<file path="config.mk">
export PLATFORM = sky130hd
export DESIGN_NAME = cofi_timing_ctrl_flat
export DESIGN_NICKNAME = d
export VERILOG_FILES = /design/src/rtl/cofi_timing_ctrl_if.sv /design/src/rtl/cofi_timing_ctrl.sv /design/src/flat_wrapper.sv
export SDC_FILE = /design/constraint.sdc
export NUM_CORES = 1
export LEC_CHECK = 0
export ABC_AREA = 1
export BUFFER_PORTS_ARGS = -buffer_cell sky130_fd_sc_hd__buf_2
export CAP_MARGIN = 40
export CORE_ASPECT_RATIO = 1.5
export CORE_MARGIN = 5
export CORE_UTILIZATION = 54
export CTS_CLUSTER_DIAMETER = 30
export CTS_CLUSTER_SIZE = 24
export DETAILED_ROUTE_END_ITERATION = 10
export PLACE_DENSITY = 0.88
export SLEW_MARGIN = 5
export SYNTH_ARGS = -nofsm -noshare
export SYNTH_HDL_FRONTEND = slang
export SYNTH_SLANG_ARGS = --single-unit
export TNS_END_PERCENT = 100
</file>
<file path="constraint.sdc">
create_clock -name clk -period 2.14 [get_ports clk]
set_input_delay 0.107 -clock clk [delete_from_list [all_inputs] [get_ports clk]]
set_output_delay 0.107 -clock clk [all_outputs]
set_load 0.01 [all_outputs]
</file>
<file path="src/rtl/cofi_timing_ctrl_if.sv">
// Timing bus between cofi_timing_ctrl (master) and the composite blender (slave).
// The frame_start strobe exists only when COFI_FRAME_STROBE_EN is defined.
interface cofi_timing_ctrl_if;
   logic       blend_req;
   logic       pix_ce;
   logic       blend_en;
   logic [8:0] hcount;
   logic [8:0] vcount;
   logic       hblank;
   logic       vblank;
   logic       hs;
   logic       vs;
`ifdef COFI_FRAME_STROBE_EN
   logic       frame_start;
`endif

   modport master (
      input  blend_req,
      output pix_ce, blend_en, hcount, vcount, hblank, vblank, hs, vs
`ifdef COFI_FRAME_STROBE_EN
      , output frame_start
`endif
   );

   modport slave (
      output blend_req,
      input  pix_ce, blend_en, hcount, vcount, hblank, vblank, hs, vs
`ifdef COFI_FRAME_STROBE_EN
      , input frame_start
`endif
   );
endinterface

</file>
<file path="src/rtl/cofi_timing_ctrl.sv">
// cofi_timing_ctrl: video timing sequencer for the composite-blend stage.
// Produces pixel strobe, h/v counters, blanking and sync, and a blend enable
// that only changes on the frame-wrap edge so the blender never switches mode
// mid-frame. Optional COFI_FRAME_STROBE_EN adds a one-clk frame_start strobe.
module cofi_timing_ctrl #(
   parameter int CE_DIV   = 4,
   parameter int H_ACTIVE = 256,
   parameter int H_FP     = 8,
   parameter int H_SYNC   = 24,
   parameter int H_BP     = 32,
   parameter int V_ACTIVE = 224,
   parameter int V_FP     = 8,
   parameter int V_SYNC   = 3,
   parameter int V_BP     = 27
) (
   input  logic               clk,
   input  logic               reset,
   cofi_timing_ctrl_if.master tmg
);
   localparam int H_TOTAL = H_ACTIVE + H_FP + H_SYNC + H_BP;
   localparam int V_TOTAL = V_ACTIVE + V_FP + V_SYNC + V_BP;

   // Counters are a fixed 9 bits wide; larger rasters cannot be represented.
   if (H_TOTAL > 512 || V_TOTAL > 512) begin : g_size_chk
      $error("cofi_timing_ctrl: H_TOTAL=%0d / V_TOTAL=%0d exceed 9-bit counters", H_TOTAL, V_TOTAL);
   end
   if (CE_DIV < 1 || CE_DIV > 16) begin : g_div_chk
      $error("cofi_timing_ctrl: CE_DIV=%0d outside 1..16", CE_DIV);
   end

   localparam logic [4:0] DIV_LAST = 5'(CE_DIV - 1);
   localparam logic [8:0] H_LAST   = 9'(H_TOTAL - 1);
   localparam logic [8:0] V_LAST   = 9'(V_TOTAL - 1);
   // Decode bounds kept 10 bits wide so a sync ending exactly at 512 does not wrap.
   localparam logic [9:0] H_ACT10  = 10'(H_ACTIVE);
   localparam logic [9:0] HS_BEG   = 10'(H_ACTIVE + H_FP);
   localparam logic [9:0] HS_END   = 10'(H_ACTIVE + H_FP + H_SYNC);
   localparam logic [9:0] V_ACT10  = 10'(V_ACTIVE);
   localparam logic [9:0] VS_BEG   = 10'(V_ACTIVE + V_FP);
   localparam logic [9:0] VS_END   = 10'(V_ACTIVE + V_FP + V_SYNC);

   logic [4:0] div_q, div_d;
   logic       pix_ce_q, pix_ce_d;
   logic [8:0] hcount_q, hcount_d;
   logic [8:0] vcount_q, vcount_d;
   logic       hblank_q, hblank_d;
   logic       vblank_q, vblank_d;
   logic       hs_q, hs_d;
   logic       vs_q, vs_d;
   logic       blend_en_q, blend_en_d;
   logic       frame_wrap_s;
   logic [9:0] hnext_s, vnext_s;

   // Next-state: divider, raster counters, decodes of the next counter values, blend sampling.
   always_comb begin
      div_d        = div_q;
      pix_ce_d     = 1'b0;
      hcount_d     = hcount_q;
      vcount_d     = vcount_q;
      frame_wrap_s = 1'b0;
      blend_en_d   = blend_en_q;

      if (div_q == DIV_LAST) begin
         div_d    = 5'd0;
         pix_ce_d = 1'b1;
      end else begin
         div_d    = div_q + 5'd1;
         pix_ce_d = 1'b0;
      end

      if (pix_ce_d) begin
         if (hcount_q == H_LAST) begin
            hcount_d = 9'd0;
            if (vcount_q == V_LAST) begin
               vcount_d     = 9'd0;
               frame_wrap_s = 1'b1;
            end else begin
               vcount_d = vcount_q + 9'd1;
            end
         end else begin
            hcount_d = hcount_q + 9'd1;
         end
      end else begin
         hcount_d = hcount_q;
      end

      if (frame_wrap_s) begin
         blend_en_d = tmg.blend_req;
      end else begin
         blend_en_d = blend_en_q;
      end

      // Counters hold between strobes, so these decodes hold too.
      hnext_s  = {1'b0, hcount_d};
      vnext_s  = {1'b0, vcount_d};
      hblank_d = (hnext_s >= H_ACT10);
      vblank_d = (vnext_s >= V_ACT10);
      hs_d     = (hnext_s >= HS_BEG) && (hnext_s < HS_END);
      vs_d     = (vnext_s >= VS_BEG) && (vnext_s < VS_END);
   end

   // State and output registers with synchronous reset.
   always_ff @(posedge clk) begin
      if (reset) begin
         div_q      <= 5'd0;
         pix_ce_q   <= 1'b0;
         hcount_q   <= 9'd0;
         vcount_q   <= 9'd0;
         hblank_q   <= 1'b0;
         vblank_q   <= 1'b0;
         hs_q       <= 1'b0;
         vs_q       <= 1'b0;
         blend_en_q <= 1'b0;
      end else begin
         div_q      <= div_d;
         pix_ce_q   <= pix_ce_d;
         hcount_q   <= hcount_d;
         vcount_q   <= vcount_d;
         hblank_q   <= hblank_d;
         vblank_q   <= vblank_d;
         hs_q       <= hs_d;
         vs_q       <= vs_d;
         blend_en_q <= blend_en_d;
      end
   end

`ifdef COFI_FRAME_STROBE_EN
   logic frame_start_q;

   // One-clk strobe on the frame-wrap edge, aligned with (0,0) and the blend_en update.
   always_ff @(posedge clk) begin
      if (reset) begin
         frame_start_q <= 1'b0;
      end else begin
         frame_start_q <= frame_wrap_s;
      end
   end

   assign tmg.frame_start = frame_start_q;
`endif

   assign tmg.pix_ce   = pix_ce_q;
   assign tmg.blend_en = blend_en_q;
   assign tmg.hcount   = hcount_q;
   assign tmg.vcount   = vcount_q;
   assign tmg.hblank   = hblank_q;
   assign tmg.vblank   = vblank_q;
   assign tmg.hs       = hs_q;
   assign tmg.vs       = vs_q;
endmodule

</file>
<file path="src/flat_wrapper.sv">
// flat-port wrapper written by rule: the top's interface ports become plain ports
module cofi_timing_ctrl_flat 
#(
   parameter int CE_DIV   = 4,
   parameter int H_ACTIVE = 256,
   parameter int H_FP     = 8,
   parameter int H_SYNC   = 24,
   parameter int H_BP     = 32,
   parameter int V_ACTIVE = 224,
   parameter int V_FP     = 8,
   parameter int V_SYNC   = 3,
   parameter int V_BP     = 27
)
  (clk, reset, tmg_blend_req, tmg_pix_ce, tmg_blend_en, tmg_hcount, tmg_vcount, tmg_hblank, tmg_vblank, tmg_hs, tmg_vs);
  cofi_timing_ctrl_if tmg_i ();
  input  logic clk;
  input  logic reset;
  input wire logic [$bits(tmg_i.blend_req)-1:0] tmg_blend_req;
  output wire logic [$bits(tmg_i.pix_ce)-1:0] tmg_pix_ce;
  output wire logic [$bits(tmg_i.blend_en)-1:0] tmg_blend_en;
  output wire logic [$bits(tmg_i.hcount)-1:0] tmg_hcount;
  output wire logic [$bits(tmg_i.vcount)-1:0] tmg_vcount;
  output wire logic [$bits(tmg_i.hblank)-1:0] tmg_hblank;
  output wire logic [$bits(tmg_i.vblank)-1:0] tmg_vblank;
  output wire logic [$bits(tmg_i.hs)-1:0] tmg_hs;
  output wire logic [$bits(tmg_i.vs)-1:0] tmg_vs;
  assign tmg_i.blend_req = tmg_blend_req;
  assign tmg_pix_ce = tmg_i.pix_ce;
  assign tmg_blend_en = tmg_i.blend_en;
  assign tmg_hcount = tmg_i.hcount;
  assign tmg_vcount = tmg_i.vcount;
  assign tmg_hblank = tmg_i.hblank;
  assign tmg_vblank = tmg_i.vblank;
  assign tmg_hs = tmg_i.hs;
  assign tmg_vs = tmg_i.vs;
  cofi_timing_ctrl #(.CE_DIV(CE_DIV), .H_ACTIVE(H_ACTIVE), .H_FP(H_FP), .H_SYNC(H_SYNC), .H_BP(H_BP), .V_ACTIVE(V_ACTIVE), .V_FP(V_FP), .V_SYNC(V_SYNC), .V_BP(V_BP)) u_core (.clk(clk), .reset(reset), .tmg(tmg_i));
endmodule
</file>
==> impl_metrics.env <==
export IMPL_finalSetupViolations=0
export IMPL_dp_cells=277
export IMPL_synth_top_area_cell="dfxtp_1"
export IMPL_syn_nets=225
export IMPL_timing_final_crit_share_pct=87.6
export IMPL_fin_hold_ws_ps=130
export IMPL_fin_skew_ps=3.18
export IMPL_areaGrowthSynthToFinish_pct=14.3
export IMPL_vias=1430
export IMPL_hold_viol=0
export IMPL_synth_edf_count=0
export IMPL_finalSetupTns_ps=0
export IMPL_cts_sink_count=28
export IMPL_netlist_area_leader_share_pct=36.1
export IMPL_post_cts_buffers=0
export IMPL_io_buffer_count=26
export IMPL_ios=27
export IMPL_synth_area_top_cells="dfxtp_1, nand2_1, nor2_1, inv_1, nand3_1"
export IMPL_clockBufferDepth=2
export IMPL_post_place_ws_ps=322
export IMPL_clk_latency_ps=280
export IMPL_ff2ff_path_depth=10
export IMPL_p_leak_nw=0.842
export IMPL_netlist_area_mm2=0.00155
export IMPL_start_util_pct=56.8
export IMPL_hp_class="in -> reg"
export IMPL_maxCapViolCount=0
export IMPL_path_cells="ha_1 > nand2_2 > nor2_4 > nand2_4 > nor2_4 > o21ai_0 > and2_1 > nand2_1 > nand3_1 > nor2_2"
export IMPL_async_reset_ff_share_pct=0
export IMPL_drv_slew=0
export IMPL_dp_hpwl_mm=2.57
export IMPL_drive_gt1_share_pct=23.0
export IMPL_whs_path_depth=3
export IMPL_cp_slowest_cell="dfxtp_1"
export IMPL_worstPathRequired_ps=2360
export IMPL_die_y_um=75.7
export IMPL_yosys_most_used_dff="dfxtp_1"
export IMPL_cts_resized=0
export IMPL_synth_cells=218
export IMPL_slowest_delay_ps=360
export IMPL_cp_arrival_ps=2100
export IMPL_coreArea_mm2=0.00273
export IMPL_synth_seq_cells=28
export IMPL_path_clk_slew_ps=90
export IMPL_cpMostUsedCell="nor2_4"
export IMPL_cts_hold_buf=0
export IMPL_seq_area_frac_synth_pct=36.1
export IMPL_avgSynthCellArea_um2=7.12
export IMPL_grt_max_degree=20
export IMPL_synth_distinct_cells=32
export IMPL_rows=23
export IMPL_drt_initial_drc_count=29
export IMPL_nNetsFinal=252
export IMPL_crit_path_end_kind="flip-flop"
export IMPL_grt_pass1_vias=1391
export IMPL_vias_per_cell=5.09
export IMPL_grt_usage_pct=18.5
export IMPL_gp_congestion=0.849
export IMPL_die_area_mm2=0.00407
export IMPL_fin_ws_ps=266
export IMPL_drc=0
export IMPL_status="finished clean"
export IMPL_path_max_fanout=11
export IMPL_antenna_cells=0
export IMPL_rsz0062_at_grt="no"
export IMPL_worst_slew_pin_slew_ps=376
export IMPL_die_w_um=53.8
export IMPL_cts_tree="built"
export IMPL_fin_cells=281
export IMPL_worstSetupPathType="reg -> reg"
export IMPL_htreeDepth=1
export IMPL_period_needed_ps=1870
export IMPL_p_per_area_mw_per_mm2=557
export IMPL_grt_pass1_wl_mm=5.56
export IMPL_overflow=0
export IMPL_drtPass1Iterations=4
export IMPL_peakVddDrop_uv=445
export IMPL_relSlewSlack_pct=74.9
export IMPL_drtAntennaViolNets=0
export IMPL_fmax_mhz=534
export IMPL_root_buffer="clkbuf_8"
export IMPL_routed_wl_mm=3.27
export IMPL_wl_per_cell_um=11.6
export IMPL_antenna_found_initial=0
export IMPL_yosys_warnings=0
export IMPL_cts_made_buffers=3
export IMPL_crit_path_start_kind="flip-flop"
==> area by class of cell <==
class	instances	area (µm²)
clock buffer	3	41.3
multi-input combinational	154	846
sequential	28	561
tap	37	46.3
clock inverter	1	30.0
timing repair buffer	26	130
inverter	32	120
fill	253	960
==> sequential cells by signal, summed over array words and instances, names as in the netlist <==
name                 flops
u_core.tmg.vcount        9
u_core.tmg.hcount        8
u_core.div_q             5
u_core.tmg.blend_en      1
u_core.tmg.hblank        1
u_core.tmg.hs            1
u_core.tmg.pix_ce        1
u_core.tmg.vblank        1
u_core.tmg.vs            1
==> cells in the final DEF, fill, tap and decap left out, types with 2 or more instances in the layout <==
cell type and instances:
nor3_1 4, buf_2 26, or2_2 3, nor2_4 6, nand4_1 5, nand3_4 2, inv_2 3, inv_1 29
a21oi_1 8, ha_1 4, xor2_1 2, nand3b_1 2, dfxtp_1 28, nand2_2 4, nand2_1 47, o21ai_0 5
clkbuf_8 3, nand3_1 19, nor2_1 30, o21ai_2 2
==> cell families (layout without fill, tap and decap cells) <==
| logic type | Yosys count | after routing | share of synthesized area [%] |
|---|---|---|---|
| AOI/OAI and AO/OA | 21 | 21 | 8.46 |
| xor gates and xnor gates | 2 | 2 | 1.13 |
| adders and majority gates | 4 | 4 | 3.22 |
| buffers and inverters | 36 | 62 | 9.43 |
| DFF | 28 | 28 | 36.1 |
| and+or+nand+nor | 127 | 127 | 41.7 |
==> final timing paths <==
path | startpoint | end | slack (ps)
setup / recovery | u_core.div_q[0]$_SDFF_PP0_ | u_core.tmg.vs$_SDFF_PP0_ | 270
hold / removal | tmg_blend_req | u_core.tmg.blend_en$_SDFFE_PP0P_ | 130
setup reg to reg | u_core.div_q[0]$_SDFF_PP0_ | u_core.tmg.vs$_SDFF_PP0_ | 270
hold reg to reg | u_core.div_q[0]$_SDFF_PP0_ | u_core.div_q[0]$_SDFF_PP0_ | 450
==> worst max-delay path, delay by kind of cell (launching register included) <==
| family | cells | cell delay (ps) |
|---|---|---|
| and+or+nand+nor | 8 | 1100 |
| adders and majority gates | 1 | 220 |
| AOI/OAI and AO/OA | 1 | 140 |
| DFF | 1 | 360 |
==> metal layers <==
layer,GRT usage (%),wire [µm]
met5,0,0
met4,9.94,87
met3,2.54,129
met2,36.0,1800
met1,17.9,1250
==> cells in the mapped netlist (2+ instances only) <==
| cell | instances |
|---|---|
| a21oi_1 | 8 |
| nor3_1 | 4 |
| nand3b_1 | 2 |
| nand2_2 | 4 |
| inv_1 | 29 |
| o21ai_0 | 5 |
| nand4_1 | 5 |
| clkbuf_1 | 2 |
| nand3_1 | 19 |
| or2_2 | 3 |
| nand2_1 | 47 |
| inv_2 | 3 |
| ha_1 | 4 |
| nor2_4 | 6 |
| nor2_1 | 30 |
| dfxtp_1 | 28 |
| o21ai_2 | 2 |
| xor2_1 | 2 |
| nand3_4 | 2 |
==> report_power, final <==
| part | internal (mW) | switching, mW |
|---|---|---|
| logic | 0.0131 | 0.0277 |
| clock network | 0.251 | 0.161 |
| registers | 0.529 | 0.00599 |
| total | 0.793 | 0.195 |
==> metrics by stage <==
step | total power, mW | cell area, µm² | utilization, %
after floorplan | 0.577 | 1550 | -
after global placement | 0.587 | 1700 | 62.3
after detailed placement | 0.589 | 1700 | 62.3
after CTS | 1.00 | 1770 | 64.9
after global routing | 1.02 | 1770 | 64.9
final | 0.988 | 1770 | 64.9
(Power assumes the default switching activity.)
